==> config.mk <==
export PLATFORM = sky130hd
export DESIGN_NAME = hamming_decoder
export DESIGN_NICKNAME = d
export VERILOG_FILES = /design/src/rtl/hamming_decoder.sv
export SDC_FILE = /design/constraint.sdc
export NUM_CORES = 1
export LEC_CHECK = 0
export BUFFER_PORTS_ARGS = -buffer_cell sky130_fd_sc_hd__buf_2
export CELL_PAD_IN_SITES_DETAIL_PLACEMENT = 2
export CELL_PAD_IN_SITES_GLOBAL_PLACEMENT = 2
export CORE_MARGIN = 2
export CORE_UTILIZATION = 37
export CTS_BUF_LIST = sky130_fd_sc_hd__clkbuf_8
export CTS_CLUSTER_DIAMETER = 200
export DETAILED_ROUTE_END_ITERATION = 10
export PLACE_DENSITY_LB_ADDON = 0.1
export SLEW_MARGIN = 0
export SYNTH_ARGS = -nofsm -noshare
export SYNTH_HDL_FRONTEND = slang
export SYNTH_SLANG_ARGS = --single-unit
==> constraint.sdc <==
create_clock -name Clk -period 3.12 [get_ports Clk]
set_clock_uncertainty 0.1 [all_clocks]
set_input_delay 0.312 -clock Clk [delete_from_list [all_inputs] [get_ports Clk]]
set_output_delay 0.312 -clock Clk [all_outputs]
set_load 0.02 [all_outputs]
==> src/rtl/hamming_decoder.sv <==
// SECDED Hamming(16,11) block decoder: reads NUM_WORDS codewords from byte memory,
// corrects single errors, flags double errors and writes decoded words back.
module hamming_decoder #(
    parameter int NUM_WORDS = 15,
    parameter int SRC_BASE  = 30,
    parameter int DST_BASE  = 0
) (
    input  logic       Clk,
    input  logic       Reset,
    input  logic       start,
    output logic       done,
    output logic [7:0] mem_addr,
    output logic       mem_we,
    output logic [7:0] mem_wdata,
    input  logic [7:0] mem_rdata,
    output logic [3:0] single_cnt,
    output logic [3:0] double_cnt
);

    localparam logic [7:0] SRC  = 8'(SRC_BASE);
    localparam logic [7:0] DST  = 8'(DST_BASE);
    localparam logic [6:0] LAST = 7'(NUM_WORDS - 1);

    typedef enum logic [2:0] {
        IDLE, RD_LO, RD_HI, CAPT, DEC, WR_LO, WR_HI, FIN
    } state_t;

    state_t      state_q;
    logic [6:0]  idx_q;
    logic [7:0]  lo_q, hi_q;
    logic [10:0] data_q;
    logic [1:0]  flags_q;
    logic [7:0]  addr_q, wdata_q;
    logic        we_q, done_q;
    logic [3:0]  scnt_q, dcnt_q;

    logic [15:0] cw, cw_fix;
    logic [3:0]  syn;
    logic        par;
    logic [10:0] data_d;
    logic [1:0]  flags_d;
    logic [6:0]  idx_nxt;
    logic [7:0]  src_lo, src_nxt, dst_lo;

    always_comb begin
        cw      = {hi_q, lo_q};
        syn     = '0;
        for (int unsigned k = 1; k < 16; k++) begin
            if (cw[k]) syn = syn ^ 4'(k);
        end
        par     = ^cw;
        cw_fix  = cw;
        // Odd overall parity means exactly one flipped bit; syndrome 0 points at p0.
        if (par) cw_fix[syn] = ~cw[syn];
        data_d  = {cw_fix[15:9], cw_fix[7:5], cw_fix[3]};
        flags_d = '0;
        if (par)             flags_d = 2'b01;
        else if (syn != '0)  flags_d = 2'b10;
    end

    always_comb begin
        idx_nxt = idx_q + 7'd1;
        src_lo  = SRC + {idx_q, 1'b0};
        src_nxt = SRC + {idx_nxt, 1'b0};
        dst_lo  = DST + {idx_q, 1'b0};
    end

    always_ff @(posedge Clk) begin
        if (Reset) begin
            state_q <= IDLE;
            idx_q   <= '0;
            lo_q    <= '0;
            hi_q    <= '0;
            data_q  <= '0;
            flags_q <= '0;
            addr_q  <= '0;
            wdata_q <= '0;
            we_q    <= 1'b0;
            done_q  <= 1'b0;
            scnt_q  <= '0;
            dcnt_q  <= '0;
        end else begin
            case (state_q)
                IDLE, FIN: begin
                    if (start) begin
                        state_q <= RD_LO;
                        idx_q   <= '0;
                        scnt_q  <= '0;
                        dcnt_q  <= '0;
                        done_q  <= 1'b0;
                        addr_q  <= SRC;
                        wdata_q <= '0;
                        we_q    <= 1'b0;
                    end
                end
                RD_LO: begin
                    addr_q  <= src_lo + 8'd1;
                    state_q <= RD_HI;
                end
                RD_HI: begin
                    lo_q    <= mem_rdata;
                    state_q <= CAPT;
                end
                CAPT: begin
                    hi_q    <= mem_rdata;
                    state_q <= DEC;
                end
                DEC: begin
                    data_q  <= data_d;
                    flags_q <= flags_d;
                    if (flags_d[0] && scnt_q != 4'hF) scnt_q <= scnt_q + 4'd1;
                    if (flags_d[1] && dcnt_q != 4'hF) dcnt_q <= dcnt_q + 4'd1;
                    addr_q  <= dst_lo;
                    wdata_q <= data_d[7:0];
                    we_q    <= 1'b1;
                    state_q <= WR_LO;
                end
                WR_LO: begin
                    addr_q  <= dst_lo + 8'd1;
                    wdata_q <= {flags_q, 3'b000, data_q[10:8]};
                    state_q <= WR_HI;
                end
                WR_HI: begin
                    we_q    <= 1'b0;
                    wdata_q <= '0;
                    if (idx_q == LAST) begin
                        state_q <= FIN;
                        done_q  <= 1'b1;
                        addr_q  <= '0;
                    end else begin
                        idx_q   <= idx_nxt;
                        addr_q  <= src_nxt;
                        state_q <= RD_LO;
                    end
                end
                default: state_q <= IDLE;
            endcase
        end
    end

    // Write enable is gated by Reset so an aborting edge never commits a write.
    assign mem_we     = we_q && !Reset;
    assign mem_addr   = addr_q;
    assign mem_wdata  = wdata_q;
    assign done       = done_q;
    assign single_cnt = scnt_q;
    assign double_cnt = dcnt_q;

endmodule

==> results.py, run 1 <==
metrics = {
    "synth": {
        "synthMuxAreaShare_pct": 6.00,
        "synthXorXnorAreaFrac_pct": 12.0,
        "netlist_instances": 462,
        "synthAdderAreaFrac_pct": 2.00,
        "ys_top_cells_by_area": "dfxtp_1 31%, nor2_1 6.4%, a21oi_1 5.6%, nand2_1 5.3%, mux2i_1 4.1%",
        "synthArstFlopShare_pct": 0,
        "yosysWarningCount": 0,
        "seq_area_frac_synth_pct": 30.9,
        "synth_flop_cell": "dfxtp_1",
        "syn-num-nets": 478,
        "synth.distinct_cells": 64,
        "synth-edff-count": 0,
        "netlist_area_um2": 3690,
        "ys_ff_latch": 57,
        "synth-compound-area-share_pct": 24.0,
        "yosys.area_share.simple_pct": 20.9,
        "synth_top_cell_area_share_pct": 30.9,
        "synth_top_family_by_area": "compound AO/OA/AOI/OAI gates",
        "synth_top_area_cell": "dfxtp_1",
        "syn_area_per_cell_um2": 7.99,
    },
    "detailed_routing": {
        "dr.pass1.iters": 4,
        "vias_per_cell": 5.66,
        "wirelength_mm": 12.4,
        "via_count": 3561,
        "post_drt_wl_per_cell_um": 19.7,
        "drt_iter0_markers": 112,
        "ant_nets": 0,
        "remaining_drc_errors": 0,
    },
    "timing": {
        "worstMarginPinSlew_ns": 0.807,
        "finalWorstSetupSlack_ns": 0.329,
        "rsz0062_at_grt": "false",
        "setup_violations": 0,
        "slew_violations": 0,
        "min_period_over_period_pct": 89.5,
        "hold_violations": 0,
        "relSlewSlack_pct": 46.2,
        "period_needed_ns": 2.79,
        "fmax_ghz": 0.358,
        "finalSetupTns_ns": 0,
    },
    "clock_tree": {
        "post_cts_resized": 0,
        "cts-htree-levels": 3,
        "cts_buffers": 9,
        "hold_buffers": 0,
        "cts_sinks": 57,
        "tritoncts": "done",
        "cts-root-buf": "clkbuf_8",
        "insertion_delay_ns": 0.35,
        "clkTransAtPathRegs_ns": 0.08,
        "cts_setup_buffers": 0,
        "clock_path_buffers": 2,
    },
    "critical_path": {
        "rr_worst_depth": 7,
        "crit-reg2reg-launch": "lo_q[3]$_SDFFE_PP0P_",
        "arrival_ns": 2.96,
        "slowest_stage": "mux4_2",
        "cp-start-kind": "flop",
        "cp-startpoint": "lo_q[3]$_SDFFE_PP0P_",
        "path_cells": "xor2_1 > xnor3_2 > xnor2_2 > mux4_2 > o21ai_1 > mux2i_1 > a211oi_1",
        "cp.required_ns": 3.29,
        "rrSetupSlack_ns": 0.33,
        "cpPeakStageDelay_ns": 0.56,
        "r2r_end": "mem_wdata[6]$_SDFFE_PP0P_",
        "end_kind": "flop",
        "critical_path_peak_fanout": 6,
        "crit_path_end": "mem_wdata[6]$_SDFFE_PP0P_",
        "path_class": "flop to flop",
    },
    "job": {
        "maxCapViolations": 0,
    },
    "floorplan": {
        "die_area_um2": 10800,
        "core_area_um2": 9730,
        "die_h_um": 104,
        "row_count": 36,
        "io_pins": 37,
        "start_util_pct": 38.0,
        "die_width_um": 104,
    },
    "power": {
        "irDropWorstVdd_uv": 240,
        "p_per_area_nw_per_um2": 520,
        "leakage_nw": 1.54,
    },
    "layout": {
        "final_cells": 629,
        "antenna_cells": 0,
        "drive_gt1_share_pct": 18.8,
        "regArea_um2": 1140,
        "multi_input_comb_area_um2": 2400,
        "fillers": 1109,
        "fin_nets": 507,
        "fin_util_pct": 43.7,
        "area_growth_syn_to_layout_pct": 15.1,
    },
    "global_route": {
        "antenna_found_initial": 0,
        "grt_overflow": 0,
        "grt_max_degree": 39,
        "grt_pass1_vias": 3672,
        "grt_pass1_wl_mm": 20.3,
        "grtUsageTotal_pct": 23.7,
    },
    "status": {
        "outcome": "finished, final reports clean",
    },
    "place": {
        "post-place-ws_ns": 0.342,
        "dp_cells": 613,
        "dp_hpwl_mm": 8.77,
        "numPortBuffers": 36,
        "gp_congestion": 0.798,
    },
    "worst_hold_path": {
        "hold_class": "primary input to flop",
    },
}
## placed cells by master (no fill, tap or decap), types with 4 or more instances in the layout
cell type / count
xnor2_1: 17
ha_1: 5
nor2b_1: 4
nand3b_1: 6
nand2_1: 52
nor2_1: 63
dfxtp_1: 57
o22ai_1: 5
nand3_1: 12
a21oi_1: 41
xor2_1: 8
nor3_1: 8
buf_4: 12
o21ai_1: 4
a211oi_1: 6
o21ai_0: 21
or3_1: 5
a221oi_1: 9
clkbuf_8: 10
xnor2_2: 9
mux2i_1: 15
nand2b_1: 4
a31oi_1: 8
inv_1: 10
nor4_1: 6
buf_2: 36
a22oi_1: 6
## power by group
group | total, mW | switching (mW) | leakage [nW] | internal, mW
registers | 0.783 | 0.0302 | 0.462 | 0.753
logic | 0.543 | 0.344 | 0.954 | 0.199
clock network | 0.887 | 0.339 | 0.124 | 0.548
total | 2.21 | 0.713 | 1.54 | 1.50
## metal layers
layer / share of wire [%] / up-vias / track usage [%]
met5: 0 / - / 0
met4: 1.1 / 0 / 5.50
met3: 4.7 / 13 / 5.14
met2: 47 / 81 / 37.7
met1: 47 / 1766 / 32.8
li1: - / 1701 / -
## through the flow
stage / cell area (um^2) / power [mW] / hold WS (ns)
after floorplan: 3690 / 1.19 / 0.348
after global routing: 4250 / 2.32 / 0.101
after detailed placement: 4010 / 1.33 / 0.389
after CTS: 4250 / 2.23 / 0.106
final: 4250 / 2.21 / 0.112
after global placement: 4010 / 1.31 / 0.372
## critical path: cells and delay by family, from the launching register on
kind | cells | cell delay, ns
xor gates and xnor gates | 3 | 1.07
muxes | 2 | 0.67
AOI/OAI and AO/OA | 2 | 0.37
DFF | 1 | 0.50
## synth_stat cells, types with 3 or more instances
cell and count:
nor2b_1 4, a22oi_1 6, mux2i_1 15, a211o_1 3
ha_1 5, nor3_1 8, nand2b_1 4, inv_1 9
a31oi_1 8, nand2_1 52, o22ai_1 5, nor2_1 63
a311oi_1 3, xnor2_2 9, nor4_1 6, a21oi_1 41
o31ai_1 3, xor2_1 8, or3_1 5, nand3b_1 6
xnor2_1 17, a211oi_2 3, o21ai_1 4, o21ai_0 21
a211oi_1 6, nand3_1 12, dfxtp_1 57, clkbuf_1 27
a221oi_1 9
## state kept, by name, summed over array words and instances, names as in the netlist
name,count
data_q,3
lo_q,8
state_q,3
mem_wdata,8
mem_addr,8
we_q,1
done,1
hi_q,8
idx_q,7
double_cnt,4
flags_q,2
single_cnt,4
## cells by family after synthesis
logic type / after synthesis
AND/OR/NAND/NOR: 171
AO/OA/AOI/OAI: 131
adder cells (fa/ha/maj): 6
XOR/XNOR: 38
multiplexers: 20
flip-flops: 57
buffers and inverters: 39
## cell type report
class | count | share of cell area (%)
sequential | 57 | 26.8
inverter | 9 | 0.795
clock inverter | 6 | 2.50
tap | 133 | 3.91
clock buffer | 10 | 3.24
timing repair buffer | 48 | 6.36
multi-input combinational | 366 | 56.4
## how the worst min path moves through the flow
stage	slack, ns	end	cells past startpoint	startpoint
after global routing	0.10	hi_q[4]$_SDFFE_PP0N_	3	mem_rdata[4]
after CTS	0.11	lo_q[6]$_SDFFE_PP0P_	3	mem_rdata[6]
after floorplan	0.35	hi_q[0]$_SDFFE_PP0N_	2	mem_rdata[0]
after detailed placement	0.39	single_cnt[1]$_SDFFE_PP0P_	2	single_cnt[1]$_SDFFE_PP0P_
after global placement	0.37	done$_SDFFE_PP0P_	2	done$_SDFFE_PP0P_
final	0.11	lo_q[6]$_SDFFE_PP0P_	3	mem_rdata[6]
Power figures use the tool's default switching activity.
==> inputs of run 2 (changes only) <==
- RECOVER_POWER: unset -> 50
==> run 2 against run 1 <==
Largest cell class unchanged. Combinational power fell by 1%. The run now ends with capacitance limit, slew limit left. Global-route usage is the same. Utilization shrank 0.50 points. Power down 0.30%. Non-clock buffer count unchanged. Highest routed layer unchanged. Sequential power hardly changed. Register-to-register slack worse by 0.04 ns.
==> results.py, run 2 (synthesis results as in run 1) <==
metrics = {
    "clock_tree": {
        "cts_sinks": 57,
        "insertion_delay_ns": 0.35,
        "clkTransAtPathRegs_ns": 0.07,
        "cts_buffers": 9,
        "hold_buffers": 0,
        "clock_path_buffers": 2,
        "cts-htree-levels": 3,
        "post_cts_resized": 0,
        "tritoncts": "done",
        "cts-root-buf": "clkbuf_8",
        "cts_setup_buffers": 0,
    },
    "global_route": {
        "grt_pass1_vias": 3672,
        "met1_usage_pct": 32.8,
        "use_met3_pct": 5.14,
        "grt_overflow": 0,
        "busiest_layer": "met2",
        "grtUsageTotal_pct": 23.7,
        "grt_max_degree": 39,
        "grt_pass1_wl_mm": 20.3,
        "antenna_found_initial": 0,
        "gr-usage-met2_pct": 37.7,
    },
    "place": {
        "dp_cells": 613,
        "post-place-ws_ns": 0.342,
        "dp_hpwl_mm": 8.77,
        "placed_area_um2": 4010,
        "numPortBuffers": 36,
        "gp_congestion": 0.798,
    },
    "timing": {
        "fmax_ghz": 0.353,
        "relSlewSlack_pct": -29.3,
        "finalSetupTns_ns": 0,
        "hold_violations": 0,
        "setup_violations": 0,
        "rsz0062_at_grt": "false",
        "worstMarginPinSlew_ns": 1.94,
        "whs_ns": 0.113,
        "finalWorstSetupSlack_ns": 0.287,
        "period_needed_ns": 2.83,
        "min_period_over_period_pct": 90.8,
        "slew_violations": 39,
    },
    "critical_path": {
        "path_cells": "xor2_1 > xnor3_2 > xnor2_2 > buf_4 > o22ai_1 > a21oi_2 > nand3b_1 > a21oi_1",
        "rr_worst_depth": 8,
        "cp-start-kind": "flop",
        "critical_path_peak_fanout": 6,
        "slowest_stage": "dfxtp_1",
        "path_class": "flop to flop",
        "cp-startpoint": "lo_q[3]$_SDFFE_PP0P_",
        "r2r_end": "double_cnt[1]$_SDFFE_PP0P_",
        "cp.required_ns": 3.17,
        "end_kind": "flop",
        "arrival_ns": 2.88,
        "rrSetupSlack_ns": 0.29,
        "crit_path_end": "double_cnt[1]$_SDFFE_PP0P_",
        "crit-reg2reg-launch": "lo_q[3]$_SDFFE_PP0P_",
        "cpPeakStageDelay_ns": 0.50,
    },
    "power": {
        "seqPwrFrac_pct": 35.5,
        "p_clk_share_pct": 40.2,
        "switching_share_pct": 32.3,
        "p_int_mw": 1.49,
        "irDropWorstVdd_uv": 240,
        "switching_power_mw": 0.712,
        "pwr-share-comb_pct": 24.3,
        "total_power_mw": 2.21,
        "leakage_nw": 1.42,
        "p_per_area_nw_per_um2": 525,
    },
    "layout": {
        "final_common_cell": "nor2_1",
        "layout_common_cells": "63 x nor2_1, 57 x dfxtp_1, 52 x nand2_1",
        "fin_util_pct": 43.2,
        "area_growth_syn_to_layout_pct": 13.8,
        "drive_gt1_share_pct": 12.7,
        "design_area_um2": 4200,
        "fin_nets": 507,
        "final_cells": 629,
        "antenna_cells": 0,
    },
    "detailed_routing": {
        "via_count": 3597,
        "remaining_drc_errors": 0,
        "vias_per_cell": 5.72,
        "dr.pass1.iters": 4,
        "ant_nets": 0,
        "post_drt_wl_per_cell_um": 19.8,
        "drt_iter0_markers": 111,
        "wirelength_mm": 12.5,
    },
    "floorplan": {
        "start_util_pct": 38.0,
        "io_pins": 37,
        "die_width_um": 104,
        "core_area_um2": 9730,
        "die_area_um2": 10800,
        "row_count": 36,
        "die_h_um": 104,
    },
    "status": {
        "outcome": "finished with violations",
        "violations": "capacitance limit, slew limit",
    },
    "job": {
        "maxCapViolations": 1,
    },
    "worst_hold_path": {
        "hold_class": "primary input to flop",
    },
}
[run 2: worst min-delay path by stage]
stage	depth (start not counted)	to	from	slack (ns)
finish	3	hi_q[4]$_SDFFE_PP0N_	mem_rdata[4]	0.11
detailed placement	2	single_cnt[1]$_SDFFE_PP0P_	single_cnt[1]$_SDFFE_PP0P_	0.39
floorplan	2	hi_q[0]$_SDFFE_PP0N_	mem_rdata[0]	0.35
global placement	2	done$_SDFFE_PP0P_	done$_SDFFE_PP0P_	0.37
CTS	3	lo_q[6]$_SDFFE_PP0P_	mem_rdata[6]	0.11
global route	3	hi_q[4]$_SDFFE_PP0N_	mem_rdata[4]	0.10
[run 2: metal layers]
metal  routed length (um)  part of all wire (%)
met1                 5860                    47
met3                  605                   4.9
met2                 5850                    47
met5                    0                     0
met4                  150                   1.2
[run 2: cell type report]
class	count	area [um^2]
multi-input combinational	366	2390
inverter	9	33.8
sequential	57	1140
clock buffer	10	138
tap	133	166
clock inverter	6	106
timing repair buffer	48	226
fill	1134	5530
[run 2: power groups by stage]
stage / combinational (mW) / clock, mW / sequential, mW
after floorplan: 0.392 / 0 / 0.801
after global placement: 0.518 / 0 / 0.797
after detailed placement: 0.534 / 0 / 0.799
after CTS: 0.544 / 0.905 / 0.783
after global routing: 0.589 / 0.936 / 0.786
final: 0.537 / 0.886 / 0.783
[run 2: critical path: cells and delay by family (launching register included)]
family / cells / cell delay, ns
and+or+nand+nor: 1 / 0.15
DFF: 1 / 0.50
xor gates and xnor gates: 3 / 1.07
AOI/OAI and AO/OA: 3 / 0.55
buffers and inverters: 1 / 0.25
